**src/rtl/coin_credit_accumulator_pkg.sv**
```systemverilog
// ---------------------------------------------------------------------------
// coin_credit_accumulator_pkg
//   Shared definitions for the coin credit accumulator:
//     state_t        - grant FSM state encoding
//     *_CENTS        - value of each coin type in cents
// ---------------------------------------------------------------------------
package coin_credit_accumulator_pkg;

   typedef enum logic [1:0] {
      IDLE      = 2'd0,
      GRANT     = 2'd1,
      WAIT_PASS = 2'd2
   } state_t;

   localparam int NICKEL_CENTS  = 5;
   localparam int DIME_CENTS    = 10;
   localparam int QUARTER_CENTS = 25;

endpackage

```
**src/rtl/coin_credit_accumulator_debounce_filter.sv**
```systemverilog
// ---------------------------------------------------------------------------
// debounce_filter
//   Conditions one raw, asynchronous, bouncy sensor line: a two-flop
//   synchronizer, a stability counter, a debounced level, and a one-cycle
//   pulse on each rising edge of that level (falling edges are ignored).
//
//   Ports:
//     i_Clk      in   system clock
//     i_Reset_n  in   asynchronous active-low reset
//     i_Raw      in   raw sensor input (active high)
//     o_Rise     out  one-cycle pulse when the debounced level goes 0 -> 1
// ---------------------------------------------------------------------------
module debounce_filter #(
   parameter int DEBOUNCE_LIMIT = 250000
) (
   input  logic i_Clk,
   input  logic i_Reset_n,
   input  logic i_Raw,
   output logic o_Rise
);

   localparam int                CNT_W    = $clog2(DEBOUNCE_LIMIT);
   localparam logic [CNT_W-1:0]  CNT_LAST = CNT_W'(DEBOUNCE_LIMIT - 1);

   logic             sync_1;
   logic             sync_2;
   logic             level;
   logic             level_d;
   logic [CNT_W-1:0] cnt;

   always_ff @(posedge i_Clk or negedge i_Reset_n) begin
      if (!i_Reset_n) begin
         sync_1  <= 1'b0;
         sync_2  <= 1'b0;
         level   <= 1'b0;
         level_d <= 1'b0;
         cnt     <= '0;
      end else begin
         sync_1  <= i_Raw;
         sync_2  <= sync_1;
         level_d <= level;
         // Count consecutive clocks of disagreement; any agreement restarts
         // the count, so a bounce shorter than the limit never toggles.
         if (sync_2 != level) begin
            if (cnt == CNT_LAST) begin
               level <= sync_2;
               cnt   <= '0;
            end else begin
               cnt <= cnt + CNT_W'(1);
            end
         end else begin
            cnt <= '0;
         end
      end
   end

   assign o_Rise = level & ~level_d;

endmodule

```
**src/rtl/coin_credit_accumulator.sv**
```systemverilog
// ---------------------------------------------------------------------------
// coin_credit_accumulator
//   Debounces three coin sensors, accumulates credit in cents (saturating at
//   MAX_CREDIT) and grants one turnstile passage per FARE of credit.
//
//   Ports:
//     i_Clk       in   system clock
//     i_Reset_n   in   asynchronous active-low reset
//     i_Nickel    in   raw nickel sensor (5 cents)
//     i_Dime      in   raw dime sensor (10 cents)
//     i_Quarter   in   raw quarter sensor (25 cents)
//     i_Locked    in   turnstile lock status (1 = locked)
//     o_Coin      out  passage grant level to the turnstile
//     o_Credit    out  current credit in cents
//     o_Overflow  out  one-cycle pulse when a deposit is clipped
//     o_State     out  debug view of the grant FSM state (state_t encoding)
//
//   Grant handshake: o_Coin rises when a fare is taken from credit and stays
//   high until the turnstile answers with i_Locked=0 (unlocked); the FSM then
//   waits for i_Locked=1 (relocked) before another fare can be taken, so two
//   grants are always separated by a full unlock/relock cycle.
// ---------------------------------------------------------------------------
module coin_credit_accumulator
   import coin_credit_accumulator_pkg::*;
#(
   parameter int DEBOUNCE_LIMIT = 250000,
   parameter int FARE           = 25,
   parameter int MAX_CREDIT     = 200,
   parameter int CREDIT_WIDTH   = 8
) (
   input  logic                    i_Clk,
   input  logic                    i_Reset_n,
   input  logic                    i_Nickel,
   input  logic                    i_Dime,
   input  logic                    i_Quarter,
   input  logic                    i_Locked,
   output logic                    o_Coin,
   output logic [CREDIT_WIDTH-1:0] o_Credit,
   output logic                    o_Overflow,
   output logic [1:0]              o_State
);

   // Arithmetic is one bit wider than the credit register so a deposit on
   // top of a near-full credit can be seen exceeding the ceiling.
   localparam int                  SUM_W     = CREDIT_WIDTH + 1;
   localparam logic [SUM_W-1:0]    FARE_W    = SUM_W'(FARE);
   localparam logic [SUM_W-1:0]    MAX_W     = SUM_W'(MAX_CREDIT);
   localparam logic [SUM_W-1:0]    NICKEL_W  = SUM_W'(NICKEL_CENTS);
   localparam logic [SUM_W-1:0]    DIME_W    = SUM_W'(DIME_CENTS);
   localparam logic [SUM_W-1:0]    QUARTER_W = SUM_W'(QUARTER_CENTS);

   logic nickel_rise;
   logic dime_rise;
   logic quarter_rise;

   state_t                  state_q;
   state_t                  state_next;
   logic [CREDIT_WIDTH-1:0] credit_q;
   logic                    coin_q;
   logic                    overflow_q;
   logic [SUM_W-1:0]        add;
   logic [SUM_W-1:0]        deduct;
   logic [SUM_W-1:0]        credit_sum;

   debounce_filter #(.DEBOUNCE_LIMIT(DEBOUNCE_LIMIT)) u_nickel (
      .i_Clk     (i_Clk),
      .i_Reset_n (i_Reset_n),
      .i_Raw     (i_Nickel),
      .o_Rise    (nickel_rise)
   );

   debounce_filter #(.DEBOUNCE_LIMIT(DEBOUNCE_LIMIT)) u_dime (
      .i_Clk     (i_Clk),
      .i_Reset_n (i_Reset_n),
      .i_Raw     (i_Dime),
      .o_Rise    (dime_rise)
   );

   debounce_filter #(.DEBOUNCE_LIMIT(DEBOUNCE_LIMIT)) u_quarter (
      .i_Clk     (i_Clk),
      .i_Reset_n (i_Reset_n),
      .i_Raw     (i_Quarter),
      .o_Rise    (quarter_rise)
   );

   // Simultaneous coin pulses are summed in the same cycle.
   always_comb begin
      add = '0;
      if (nickel_rise)  add = add + NICKEL_W;
      if (dime_rise)    add = add + DIME_W;
      if (quarter_rise) add = add + QUARTER_W;
   end

   // Grant FSM; the fare is deducted in the same cycle the FSM leaves IDLE.
   always_comb begin
      state_next = state_q;
      deduct     = '0;
      case (state_q)
         IDLE: begin
            if (({1'b0, credit_q} >= FARE_W) && i_Locked) begin
               state_next = GRANT;
               deduct     = FARE_W;
            end
         end
         GRANT: begin
            if (!i_Locked) state_next = WAIT_PASS;
         end
         WAIT_PASS: begin
            if (i_Locked) state_next = IDLE;
         end
         default: state_next = IDLE;
      endcase
   end

   // Cannot underflow: a deduction only happens with credit >= FARE.
   assign credit_sum = {1'b0, credit_q} + add - deduct;

   always_ff @(posedge i_Clk or negedge i_Reset_n) begin
      if (!i_Reset_n) begin
         state_q    <= IDLE;
         credit_q   <= '0;
         coin_q     <= 1'b0;
         overflow_q <= 1'b0;
      end else begin
         state_q <= state_next;
         coin_q  <= (state_next == GRANT);
         if (credit_sum > MAX_W) begin
            credit_q   <= MAX_W[CREDIT_WIDTH-1:0];
            overflow_q <= 1'b1;
         end else begin
            credit_q   <= credit_sum[CREDIT_WIDTH-1:0];
            overflow_q <= 1'b0;
         end
      end
   end

   assign o_Coin     = coin_q;
   assign o_Credit   = credit_q;
   assign o_Overflow = overflow_q;
   assign o_State    = state_q;

endmodule

```
**config.mk**
```make
export PLATFORM = sky130hd
export DESIGN_NAME = coin_credit_accumulator
export DESIGN_NICKNAME = d
export VERILOG_FILES = /design/src/rtl/coin_credit_accumulator_pkg.sv /design/src/rtl/coin_credit_accumulator_debounce_filter.sv /design/src/rtl/coin_credit_accumulator.sv
export SDC_FILE = /design/constraint.sdc
export NUM_CORES = 1
export LEC_CHECK = 0
export ABC_AREA = 1
export BUFFER_PORTS_ARGS = -buffer_cell sky130_fd_sc_hd__buf_2
export CORE_ASPECT_RATIO = 1.1
export CORE_MARGIN = 3
export CORE_UTILIZATION = 34
export DETAILED_ROUTE_END_ITERATION = 8
export HOLD_SLACK_MARGIN = 0.05
export SYNTH_ARGS = -nofsm -noshare
export SYNTH_HDL_FRONTEND = slang
export SYNTH_HIERARCHICAL = 1
export SYNTH_SLANG_ARGS = --single-unit
```
**constraint.sdc**
```tcl
create_clock -name i_Clk -period 5.1 [get_ports i_Clk]
set_input_delay 1.02 -clock i_Clk [delete_from_list [all_inputs] [get_ports i_Clk]]
set_output_delay 1.02 -clock i_Clk [all_outputs]
set_load 0.02 [all_outputs]
```
* Word level (Yosys, flattened, before mapping) *
Cells that the tools add are included.

storage, ports and cells
  flip-flop bits (word level) = 78
  output and inout bits = 12
  input port bits = 6
  logic and storage cells = 65

operators by class
  equality and inequality tests = 9
  add/subtract/negate cells = 7
  muxes and demuxes = 17
  bitwise gates (word level) = 6
  order comparisons = 2
  reductions and logical operators = 5

operators by type and width
  kind                                                  count
  two-way mux 18 bit                                    6
  adder 18 x 1 -> 18 bit (second input constant)        3
  equality test 18 bit (second input constant)          3
  two-way mux 9 bit                                     2
  two-way mux 5 bit                                     2
  adder 8 x 9 -> 9 bit                                  1
  adder 9 x 4 -> 9 bit (second input constant)          1
  adder 9 x 5 -> 9 bit (second input constant)          1
  > comparator 9 x 8 -> 1 bit (second input constant)   1
  subtractor 9 bit                                      1
  >= comparator 8 x 5 -> 1 bit (second input constant)  1
  two-way mux 8 bit                                     1
  two-way mux 2 bit                                     3
  one-hot mux 2 bit (3 select lines)                    1
  AND reduction 2 bit                                   3
  equality test 2 x 1 -> 1 bit (second input constant)  2
  AND 1 bit                                             3
  two-way mux 3 bit                                     1
  inequality test 1 bit                                 3
  NOT 1 bit                                             3
  equality test 2 bit (second input constant)           1
  logical NOT 2 bit                                     1
  logical AND 1 bit                                     1
  two-way mux 1 bit                                     1

* Logic depth before layout (Yosys ltp) *
Gate-level depths: netlist of the first run.

  depth after elaboration = 11
  gate-level depth with buffers = 19
  depth with buffers taken out = 19

* Cells and area by module *
Netlist of the first run, hierarchy kept.

by module, submodules not included
  module                   seq. area each (µm²)  cells an instance  area an instance (µm²)  times used
  debounce_filter          550.5                 141                1148.6                  3
  coin_credit_accumulator  300.3                 159                1114.8                  1

* Worst setup path after synthesis of the first run *
No wires, ideal clock.

  path type = input port to flip-flop
  start = in i_Locked
  end = reg credit_q[2] (netlist: o_Credit[2])
  slack = 2.041 ns
  stages on the path = 16
  required time = 4.977 ns
  setup time = 0.123 ns
  path buffers = 0
  data arrival time = 2.936 ns
  cell sequence = nand2_1 a31oi_1 ha_1 inv_1 ha_1 fa_1 nand2_1 nand3_1 nand3_1 nand2_1 nand2_1 nand2_1 nor2_2 nand2_2 nand2_4 nor2_1

on the way
  cells in the longest elaborated chain, start to end = 6

ends and longest elaborated chain
  item                         RTL line                        text
  start: declaration           coin_credit_accumulator.sv:36   input logic i_Locked,
  logical AND 1 bit (*)        coin_credit_accumulator.sv:100  if (({1'b0, credit_q} >= FARE_W) && i_Locked) begin
  two-way mux 5 bit (*)        coin_credit_accumulator.sv:100
  two-way mux 5 bit (*)        coin_credit_accumulator.sv:98   case (state_q)
  subtractor 9 bit (*)         coin_credit_accumulator.sv:116  assign credit_sum = {1'b0, credit_q} + add - deduct;
  > comparator 9 x 8 -> 1 bit  coin_credit_accumulator.sv:127  if (credit_sum > MAX_W) begin
  two-way mux 8 bit (*)        coin_credit_accumulator.sv:127
  end signal: assignment       coin_credit_accumulator.sv:128  credit_q <= MAX_W[CREDIT_WIDTH-1:0];
  end signal: assignment       coin_credit_accumulator.sv:131  credit_q <= credit_sum[CREDIT_WIDTH-1:0];
  end: declaration             coin_credit_accumulator.sv:58   logic [CREDIT_WIDTH-1:0] credit_q;

Every way passes the cells marked *; elsewhere a longest branch is shown, timed or not.
A chain may end at the register's enable or synchronous reset.

* Worst setup path in the final report of the first run *
  start = reg credit_q[0] (netlist: o_Credit[0])
  end = reg credit_q[2] (netlist: o_Credit[2])

on the way
  cells in the longest elaborated chain, start to end = 7
  elaborated cells between the ends (all ways) = 8
  those cells by class = add/sub (2); order compare (2); mux (3); reduce/logical (1)

ends and longest elaborated chain
  item                          RTL line
  >= comparator 8 x 5 -> 1 bit  coin_credit_accumulator.sv:100
  logical AND 1 bit             coin_credit_accumulator.sv:100
  two-way mux 5 bit             coin_credit_accumulator.sv:100
  two-way mux 5 bit             coin_credit_accumulator.sv:98
  subtractor 9 bit (*)          coin_credit_accumulator.sv:116
  > comparator 9 x 8 -> 1 bit   coin_credit_accumulator.sv:127
  two-way mux 8 bit (*)         coin_credit_accumulator.sv:127

Marked as above.

==> results of run 1 <==
==> where the power goes <==
part	internal [W]	switching, W
registers	0.000661	0.0000309
clock network	0.000390	0.000253
logic	0.000206	0.000379
==> synthesized netlist by cell type <==
cell type | count | share of area, %
nand2_4 | 4 | 0.99
nand3_2 | 6 | 1.3
nor3b_1 | 4 | 0.66
nor2_4 | 12 | 3.0
nand3_1 | 45 | 4.9
a31oi_1 | 4 | 0.55
fa_1 | 3 | 1.3
nand2_1 | 117 | 9.6
a21oi_1 | 23 | 2.5
ha_1 | 19 | 5.2
xor2_1 | 22 | 4.2
nor2_2 | 5 | 0.69
xnor2_1 | 4 | 0.77
nand3b_1 | 1 | 0.16
o21ai_0 | 4 | 0.44
inv_1 | 91 | 7.5
nor3_1 | 6 | 0.66
inv_2 | 6 | 0.49
o311ai_0 | 1 | 0.19
dfrtp_1 | 78 | 43
nand2_2 | 9 | 1.2
nor2_1 | 111 | 9.1
xnor2_2 | 3 | 1.1
nand4_1 | 4 | 0.55
==> cell type report <==
type	instances	area, um2	area share (%)
multi-input cells	407	2240	43.6
flip-flops and latches	78	1950	37.9
inverters	97	364	7.08
clock buffers	10	239	4.64
well taps	157	196	3.82
repair buffers	17	87.6	1.70
clock inverters	6	61.3	1.19
==> state kept, by name, summed over array words and instances (netlist names) <==
name,cells
u_quarter/level,1
o_Coin,1
u_dime/level_d,1
o_State,2
u_quarter/sync_1,1
u_dime/sync_2,1
u_nickel/sync_2,1
u_quarter/sync_2,1
o_Overflow,1
o_Credit,8
u_nickel/sync_1,1
u_nickel/level_d,1
u_nickel/level,1
u_dime/sync_1,1
u_quarter/level_d,1
u_nickel/cnt,18
u_quarter/cnt,18
u_dime/level,1
u_dime/cnt,18
==> cell usage in the layout (no fill, tap or decap), types with 12 or more instances in the layout <==
master and n:
nor2_1 111, nor2_4 12, dfrtp_1 78, buf_2 16
xor2_1 22, ha_1 19, inv_1 91, nand3_1 45
a21oi_1 23, nand2_1 117
==> through the flow <==
| stage | instances | utilization, % | hold WS (ps) | total power, W | instance area (um2) |
|---|---|---|---|---|---|
| global route | 772 | 40.0 | 360 | 0.00207 | 5140 |
| finish | 772 | 40.0 | 344 | 0.00192 | 5140 |
| global placement | 756 | 37.7 | 340 | 0.00128 | 4840 |
| detailed placement | 756 | 37.7 | 341 | 0.00129 | 4840 |
| floorplan | 582 | - | 331 | 0.00116 | 4560 |
| CTS | 772 | 40.0 | 351 | 0.00195 | 5140 |
==> worst register-to-register path: stages (launching register included) <==
cell	delay, ps
dfrtp_1	400
o311ai_0	610
a31oi_1	320
ha_1	370
inv_1	40
ha_1	210
fa_1	400
nand2_1	90
nand3_1	80
nand3_1	90
nand2_1	70
nand2_1	60
nand2_1	70
nor2_2	140
nand2_2	100
nand2_4	100
nor2_1	40
==> logic make-up after synthesis <==
kind of cell / Yosys count
AO/OA/AOI/OAI: 32
flip-flops: 78
XOR/XNOR: 29
adder cells (fa/ha/maj): 22
buffers and inverters: 97
AND/OR/NAND/NOR: 324
==> metal layers <==
metal	vias up	track usage, %	part of all wire [%]
met1	1631	16.7	48
met4	0	6.28	2.6
met5	-	0	0
met2	33	20.5	47
met3	15	2.13	2.2
li1	1850	-	-
==> how the worst min path moves through the flow <==
stage / start / endpoint / depth (start not counted)
floorplan: u_dime/sync_1 / u_dime/sync_2 / 0
global placement: u_nickel/sync_1 / u_nickel/sync_2 / 0
detailed placement: u_nickel/sync_1 / u_nickel/sync_2 / 0
CTS: u_nickel/sync_1 / u_nickel/sync_2 / 0
global route: u_nickel/sync_1 / u_nickel/sync_2 / 0
finish: u_nickel/sync_1 / u_nickel/sync_2 / 0
==> flow_summary_export.csv, run 1 <==
group,metric,value,unit
status,status,"complete, no violations",
worst_setup_path,startpoint_type,"flop",
worst_setup_path,cp_max_fo,5,
drt,firstDrtPassIters,6,
worst_setup_path,crit_required,5320,ps
clocking,cts_resized,0,
clocking,clk_pin_slew,60,ps
drt,drt_iter0_markers,188,
worst_setup_path,regToRegSetupSlack,1780,ps
synth,yosysUniqueCellTypes,24,
grt,grt_pass1_wl,15400,um
final_layout,fin_nets,638,
floorplanning,dieArea,0.0148,mm2
timing,fin_crit_sh,65.0,%
timing,rsz0062_at_grt,"false",
timing,fin_crit,3320,ps
drt,drc,0,
drt,vias_per_cell,4.57,
grt,gr-usage-all-layers,12.8,%
timing,final_max_slew_viol_count,0,
final_layout,n_antenna_cell,0,
drt,antenna_left,0,
worst_setup_path,max_stage_delay,610,ps
timing,setup_slack,1780,ps
timing,tns,0,ps
synth,syn_area,0.00456,mm2
drt,wl_per_cell,11.0,um
grt,grt_pass1_vias,3462,
worst_setup_path,cp_common_cell,"nand2_1",
floorplanning,initial_utilization,35.5,%
synth,synth_cells,582,
synth,synth_xor_area_share,6.06,%
synth,synth_warnings,6,
timing,setup-violations-final,0,
worst_setup_path,rr_worst_depth,16,
grt,antenna_found_initial,0,
synth,yosys.area_share.simple,32.9,%
power_and_ir_drop,max-vdd-ir-drop,0.000143,V
synth,synth.avg_cell_area,7.84,um2
worst_setup_path,slowest_stage,"o311ai_0",
floorplanning,io_pins,18,
placed_design,port_buffers,17,
floorplanning,die_height,127,um
final_layout,layout-drive-gt1-share,12.7,%
synth,ys_seq_area_share,42.8,%
floorplanning,core.rowCount,43,
clocking,htree_levels,3,
worst_setup_path,cp-startpoint,"o_Credit[0]",
worst_setup_path,worstSetupPathType,"reg -> reg",
synth,synth_seq_cells,78,
synth,syn_nets,610,
placed_design,place_congestion,0.841,
timing,report.final.hold_viol_count,0,
final_layout,area_delta_synth_final,12.8,%
drt,finalWirelength,8520,um
synth,synth_top_family_by_area,"simple AND/OR/NAND/NOR gates",
timing,slew_headroom,34.5,%
worst_setup_path,worstSetupEndpoint,"o_Credit[2]",
timing,fin_worst_skew,3.63,ps
worst_setup_path,worst-path-stages,16,
clocking,clock-sinks,78,
placed_design,dp_hpwl,6280,um
synth,synth_compound_gate_area_share,3.70,%
synth,synthMuxAreaShare,0,%
clocking,tritoncts,"yes",
worst_setup_path,regToRegStartpoint,"o_Credit[0]",
grt,grt_max_degree,79,
grt,grt_remaining_overflow,0,
timing,worst_pin_slew,982,ps
job,cap_violations,0,
clocking,root_buffer,"clkbuf_16",
clocking,clock_latency,340,ps
hold_path,hold_path.class,"reg -> reg",
clocking,hold_buffers,0,
worst_setup_path,crit_arrival,3540,ps
worst_setup_path,cp-end-kind,"flop",
synth,synth_adder_area_share,6.53,%
worst_setup_path,rr_endpoint,"o_Credit[2]",
drt,vias,3529,
worst_setup_path,critical_path.cell_chain,"o311ai_0 -> a31oi_1 -> ha_1 -> inv_1 -> ha_1 -> fa_1 -> nand2_1 -> nand3_1 -> nand3_1 -> nand2_1 -> nand2_1 -> nand2_1 -> nor2_2 -> nand2_2 -> nand2_4 -> nor2_1",
power_and_ir_drop,leakage,2.48,nW
clocking,post-cts-setup-buffers,0,
floorplanning,core_area,0.0129,mm2
floorplanning,dieWidth,116,um
worst_setup_path,crit_buf_inv,1,
clocking,cts_max_path_buffers,2,
worst_setup_path,crit_family,"adder cells",
power_and_ir_drop,p_per_area,374,mW/mm2
placed_design,pre_cts_ws,1710,ps
timing,fmax,0.302,GHz
clocking,cts-buffers-inserted,9,
final_layout,fillers,1271,
No activity file was read; power rests on OpenSTA's default activity.
==> run 2, diff against run 1 <==
--- a/config.mk
+++ b/config.mk
@@ -5,7 +5,7 @@
 export SDC_FILE = /design/constraint.sdc
 export NUM_CORES = 1
 export LEC_CHECK = 0
-export ABC_AREA = 1
+export ABC_AREA = 0
 export BUFFER_PORTS_ARGS = -buffer_cell sky130_fd_sc_hd__buf_2
 export CORE_ASPECT_RATIO = 1.1
 export CORE_MARGIN = 3
==> constraint.sdc (replaced) <==
create_clock -name i_Clk -period 3 [get_ports i_Clk]
set_input_delay 0.6 -clock i_Clk [delete_from_list [all_inputs] [get_ports i_Clk]]
set_output_delay 0.6 -clock i_Clk [all_outputs]
set_load 0.02 [all_outputs]
==> run 2 against run 1 <==
The run now ends with negative setup slack left; count of clock-buffer cells in the layout rose by 1; critical endpoint is now o_Credit[4]; die area decreased by 4.9%; clock power rose by 68%; fmax increased by 6.9%; utilization up 3.7 points; via count decreased by 4.7%; critical path depth down 4; highest routed layer unchanged.
==> flow_summary_export.csv, run 2 <==
group,metric,value,unit
synth,syn_area,0.00433,mm2
synth,synth-edff-count,0,
clocking,clock-sinks,78,
placed_design,dp_hpwl,6130,um
placed_design,place_congestion,0.838,
drt,antenna_left,0,
status,violations,"negative setup slack",
clocking,clk_pin_slew,60,ps
synth,yosysMostFrequentCell,"dfrtp_1",
worst_setup_path,cp-startpoint,"o_Credit[3]",
final_layout,fin_cells,648,
synth,synthFlopType,"dfrtp_1",
job,cap_violations,0,
power_and_ir_drop,leakage,2.33,nW
synth,synth_top_area_share,45.1,%
final_layout,layout_common_cells,"dfrtp_1 (71), nor2_1 (45), buf_4 (41)",
floorplanning,core_area,0.0122,mm2
power_and_ir_drop,max-vdd-ir-drop,0.000890,V
timing,fin_crit_sh,103,%
clocking,cts-buffers-inserted,9,
worst_setup_path,cp_max_fo,5,
hold_path,hp-start,"u_quarter/sync_1",
timing,worst_pin_slew,989,ps
worst_setup_path,crit_arrival,3320,ps
clocking,clock_latency,340,ps
timing,fin_worst_skew,6.67,ps
floorplanning,dieArea,0.0141,mm2
timing,rsz0062_at_grt,"true",
synth,synth_seq_cells,78,
floorplanning,die_height,124,um
grt,grt_remaining_overflow,0,
placed_design,port_buffers,17,
worst_setup_path,crit_required,3220,ps
timing,slew_headroom,34.0,%
timing,final_max_slew_viol_count,0,
synth,synthTopCellsByCount,"dfrtp_1 (78), nor2_1 (45), nand2_1 (33)",
grt,antenna_found_initial,0,
clocking,cts_max_path_buffers,2,
clocking,htree_levels,3,
power_and_ir_drop,p_per_area,813,mW/mm2
floorplanning,initial_utilization,35.3,%
floorplanning,io_pins,18,
timing,report.final.hold_viol_count,0,
drt,firstDrtPassIters,4,
drt,drc,0,
timing,fmax,0.322,GHz
synth,yosysUniqueCellTypes,51,
drt,finalWirelength,8940,um
worst_setup_path,cp-end-kind,"flop",
synth,synth.avg_cell_area,10.1,um2
worst_setup_path,regToRegSetupSlack,-100,ps
drt,vias,3364,
worst_setup_path,regToRegStartpoint,"o_Credit[3]",
grt,gr-usage-all-layers,13.7,%
status,status,"finished, violations left",
synth,yosys.area.top_type,"dfrtp_1",
synth,synth_warnings,6,
drt,drt_iter0_markers,158,
worst_setup_path,startpoint_type,"flop",
final_layout,layout-drive-gt1-share,26.5,%
timing,setup_slack,-101,ps
synth,ys_seq_area_share,45.1,%
final_layout,final_area,0.00536,mm2
grt,grt_pass1_vias,3409,
synth,synth-async-reset-ratio,100,%
final_layout,final_common_cell,"dfrtp_1",
floorplanning,core.rowCount,42,
drt,vias_per_cell,5.19,
final_layout,area_delta_synth_final,23.8,%
final_layout,n_antenna_cell,0,
clocking,tritoncts,"yes",
worst_setup_path,worstSetupPathType,"reg -> reg",
synth,synth_cells,427,
grt,grt_pass1_wl,16000,um
synth,syn_nets,455,
clocking,root_buffer,"clkbuf_16",
drt,wl_per_cell,13.8,um
final_layout,fin_nets,517,
hold_path,hold_path.class,"reg -> reg",
final_layout,reg_top3,"u_dime/cnt: 18 flops, u_nickel/cnt: 18 flops, u_quarter/cnt: 18 flops",
placed_design,place_area,0.00489,mm2
floorplanning,dieWidth,114,um
grt,grt_max_degree,79,
timing,setup-violations-final,7,
synth,synth_area_leaders,"dfrtp_1 (45%), xor2_1 (5.7%), ha_1 (5.5%)",
placed_design,place_inst,623,
timing,fin_crit,3100,ps
run 2: power breakdown:
group          internal [W]  switching, W  leakage [nW]
clock network      0.000647      0.000438         0.140
logic               0.00107       0.00101          1.15
registers           0.00114     0.0000504          1.04
total               0.00286       0.00150          2.33
run 2: critical path: stages (launching register included):
cell and delay [ps]:
dfrtp_2 370, inv_2 40, o311a_4 380, nor3_4 270, fa_1 470, inv_2 80, ha_4 220, buf_4 140
nand4b_1 90, a21oi_1 60, or4_4 500, and2_4 190, nor4bb_2 160
run 2: timing repair:
action                                  in CTS  in global routing
endpoints found under the setup margin       7                  9
gates resized for setup                     12                 11
pin swaps                                    8                 11
hold buffers                                 0                  0
buffers inserted                             4                  6
run 2: logic make-up after synthesis:
family / after synthesis / share of synthesized area, %
AO/OA/AOI/OAI: 66 / 11.6
XOR/XNOR: 37 / 7.49
adder cells (fa/ha/maj): 22 / 6.88
buffers and inverters: 34 / 3.82
flip-flops: 78 / 45.1
multiplexers: 4 / 1.01
AND/OR/NAND/NOR: 186 / 24.1
run 2: through the flow:
| stage | power [W] | util, % | setup slack [ps] | hold slack, ps | setup TNS [ps] |
|---|---|---|---|---|---|
| 2_1_floorplan | 0.00243 | - | -18.6 | 304 | -18.6 |
| 3_3_place_gp | 0.00300 | 40.0 | -70.7 | 333 | -294 |
| 3_5_place_dp | 0.00302 | 40.0 | -135 | 338 | -824 |
| 4_1_cts | 0.00426 | 43.1 | -66.3 | 356 | -227 |
| 5_1_grt | 0.00464 | 43.7 | -228 | 361 | -1720 |
| 6_report | 0.00435 | 43.7 | -101 | 353 | -455 |
run 2: worst paths after layout:
check | endpoint | depth (start not counted)
worst max-delay path | o_Credit[4] | 12
worst min-delay path | u_quarter/sync_2 | 0
worst max register to register | o_Credit[4] | 12
worst min register to register | u_quarter/sync_2 | 0
max in group asynchronous | o_Credit[2] | 1
min in group asynchronous | o_Credit[3] | 1
run 2: per-layer routing:
metal	up-vias	global-route usage [%]	wire, um
met3	20	2.53	231
met1	1637	18.5	4240
met4	0	5.45	201
li1	1661	-	-
met2	46	21.5	4270
met5	-	0	0
run 2: final cells by class:
class / instances / area, um2
fill: 1156 / 6890
tap: 154 / 193
inverter: 26 / 97.6
clock inverter: 5 / 60.1
sequential: 78 / 1960
multi-input combinational: 315 / 2400
clock buffer: 11 / 233
timing repair buffer: 59 / 410
==> run 3, diff against run 2 <==
--- a/config.mk
+++ b/config.mk
@@ -11,6 +11,7 @@
 export CORE_MARGIN = 3
 export CORE_UTILIZATION = 34
 export DETAILED_ROUTE_END_ITERATION = 8
+export GPL_TIMING_DRIVEN = 0
 export HOLD_SLACK_MARGIN = 0.05
 export SYNTH_ARGS = -nofsm -noshare
 export SYNTH_HDL_FRONTEND = slang
==> run 3 against run 2 <==
The run still ends with negative setup slack left; cell count shrank 2.9%; combinational power shrank 12%; clock skew grew 1.1 ps; critical path depth grew 1; critical path type unchanged; largest cell class unchanged.
==> flow_summary_export.csv, run 3 (synthesized netlist as in run 2, its figures left out) <==
group,metric,value,unit
worst_setup_path,crit_family,"simple AND/OR/NAND/NOR gates",
grt,grt_pass1_vias,3335,
floorplanning,io_pins,18,
worst_setup_path,cp_max_fo,5,
clocking,clock-sinks,78,
timing,final_max_slew_viol_count,0,
placed_design,place_inst,599,
final_layout,layout-drive-gt1-share,25.3,%
drt,vias_per_cell,5.26,
clocking,clk_pin_slew,60,ps
worst_setup_path,worstSetupPathType,"reg -> reg",
timing,fin_worst_skew,7.78,ps
drt,firstDrtPassIters,4,
timing,hold_ws,203,ps
grt,use_met1,17.6,%
final_layout,layout_common_cells,"dfrtp_1 (71), nor2_1 (45), nand2_1 (30)",
drt,wl_per_cell,14.2,um
placed_design,port_buffers,17,
placed_design,place_area,0.00474,mm2
final_layout,fin_cells,629,
worst_setup_path,cp_common_cell,"ha_4",
timing,fin_crit_sh,105,%
grt,gr-usage-all-layers,13.4,%
worst_setup_path,max_stage_delay,550,ps
clocking,cts-buffers-inserted,9,
clocking,clock_latency,340,ps
clocking,cts_max_path_buffers,2,
final_layout,multi_input_area,0.00247,mm2
worst_setup_path,regToRegStartpoint,"u_dime/level",
grt,antenna_found_initial,0,
floorplanning,die_height,124,um
drt,vias,3307,
final_layout,final_common_cell,"dfrtp_1",
grt,grt_pass1_wl,15500,um
grt,use_met3,3.35,%
worst_setup_path,rr_worst_depth,13,
status,status,"finished, violations left",
placed_design,place_congestion,0.783,
floorplanning,core_area,0.0122,mm2
power_and_ir_drop,p_per_area,769,mW/mm2
final_layout,fin_util,43.4,%
grt,grt-busiest-layer,"met2",
job,cap_violations,0,
worst_setup_path,crit_arrival,3350,ps
grt,grt_max_degree,50,
worst_setup_path,crit_buf_inv,2,
worst_setup_path,regToRegSetupSlack,-140,ps
final_layout,reg_top3,"u_dime/cnt: 18 flops, u_nickel/cnt: 18 flops, u_quarter/cnt: 18 flops",
drt,finalWirelength,8930,um
grt,grt_remaining_overflow,0,
timing,worst_pin_slew,622,ps
worst_setup_path,slowest_stage,"fa_1",
power_and_ir_drop,power,0.00409,W
drt,drc,0,
worst_setup_path,cp-end-kind,"flop",
clocking,htree_levels,3,
floorplanning,initial_utilization,35.3,%
power_and_ir_drop,max-vdd-ir-drop,0.000757,V
floorplanning,dieWidth,114,um
grt,grt.met2_usage,21.9,%
clocking,tritoncts,"yes",
final_layout,seqCellArea,0.00196,mm2
final_layout,final_area,0.00531,mm2
floorplanning,core.rowCount,42,
clocking,hold_buffers,0,
floorplanning,dieArea,0.0141,mm2
hold_path,hold_path.class,"in -> async",
final_layout,n_antenna_cell,0,
timing,setup-violations-final,7,
timing,fin_crit,3140,ps
worst_setup_path,rr_endpoint,"o_Credit[5]",
worst_setup_path,startpoint_type,"flop",
timing,report.final.hold_viol_count,0,
power_and_ir_drop,leakage,2.26,nW
placed_design,dp_hpwl,6190,um
timing,slew_headroom,58.4,%
status,violations,"negative setup slack",
timing,rsz0062_at_grt,"true",
final_layout,area_delta_synth_final,22.8,%
clocking,root_buffer,"clkbuf_16",
final_layout,fin_nets,498,
worst_setup_path,crit_required,3210,ps
final_layout,fillers,1146,
drt,drt_iter0_markers,113,
timing,fmax,0.319,GHz
drt,antenna_left,0,
timing,setup_slack,-135,ps
worst_setup_path,critical_path.cell_chain,"nor2b_4 -> buf_6 -> ha_4 -> nand2_2 -> o21ai_2 -> fa_1 -> inv_2 -> ha_4 -> nand2_4 -> or3_1 -> and3_4 -> or3_4 -> and4b_1",
## run 3: power by group
group | total, W | switching, W | internal [W]
clock network | 0.00104 | 0.000468 | 0.000569
logic | 0.00184 | 0.000954 | 0.000890
registers | 0.00120 | 0.0000609 | 0.00114
## run 3: area by class of cell
type | count | share of cell area (%)
tap | 154 | 3.63
clock inverter | 7 | 1.06
multi-input combinational | 315 | 46.6
clock buffer | 9 | 4.24
inverter | 26 | 1.84
sequential | 78 | 36.9
timing repair buffer | 32 | 4.45
buffer | 8 | 1.30
## run 3: worst max path at each step
stage	startpoint	endpoint	slack (ps)	depth (start not counted)
2_1_floorplan	o_Credit[0]	o_Credit[4]	-20	11
3_3_place_gp	i_Locked	o_Credit[4]	-270	11
3_5_place_dp	i_Locked	o_Credit[4]	-310	11
4_1_cts	u_nickel/level	o_Credit[5]	-210	13
5_1_grt	o_Credit[3]	o_Credit[3]	-230	12
6_report	u_dime/level	o_Credit[5]	-140	13
## run 3: through the flow
stage          worst slack, ps  TNS (ps)
4_1_cts                   -208      -866
5_1_grt                   -229     -1550
6_report                  -135      -606
3_5_place_dp              -309     -1690
2_1_floorplan            -18.6     -18.6
3_3_place_gp              -272     -1640
## run 3: what timing repair did
action | CTS | global route
endpoints found under the setup margin | 9 | 9
setup buffers | 7 | 7
resized for setup | 14 | 23
pin swaps | 14 | 12
## run 3: per-layer routing
layer / vias to the layer above / part of all wire, %
met1: 1638 / 45
li1: 1624 / -
met3: 6 / 2.6
met5: - / 0
met4: 0 / 0.83
met2: 39 / 51
## run 3: worst register-to-register path, stage by stage, from the launching register on
cell and delay [ps]:
dfrtp_1 380, nor2b_4 140, buf_6 130, ha_4 150, nand2_2 60, o21ai_2 60
fa_1 550, inv_2 50, ha_4 310, nand2_4 70, or3_1 360, and3_4 200
or3_4 360, and4b_1 210
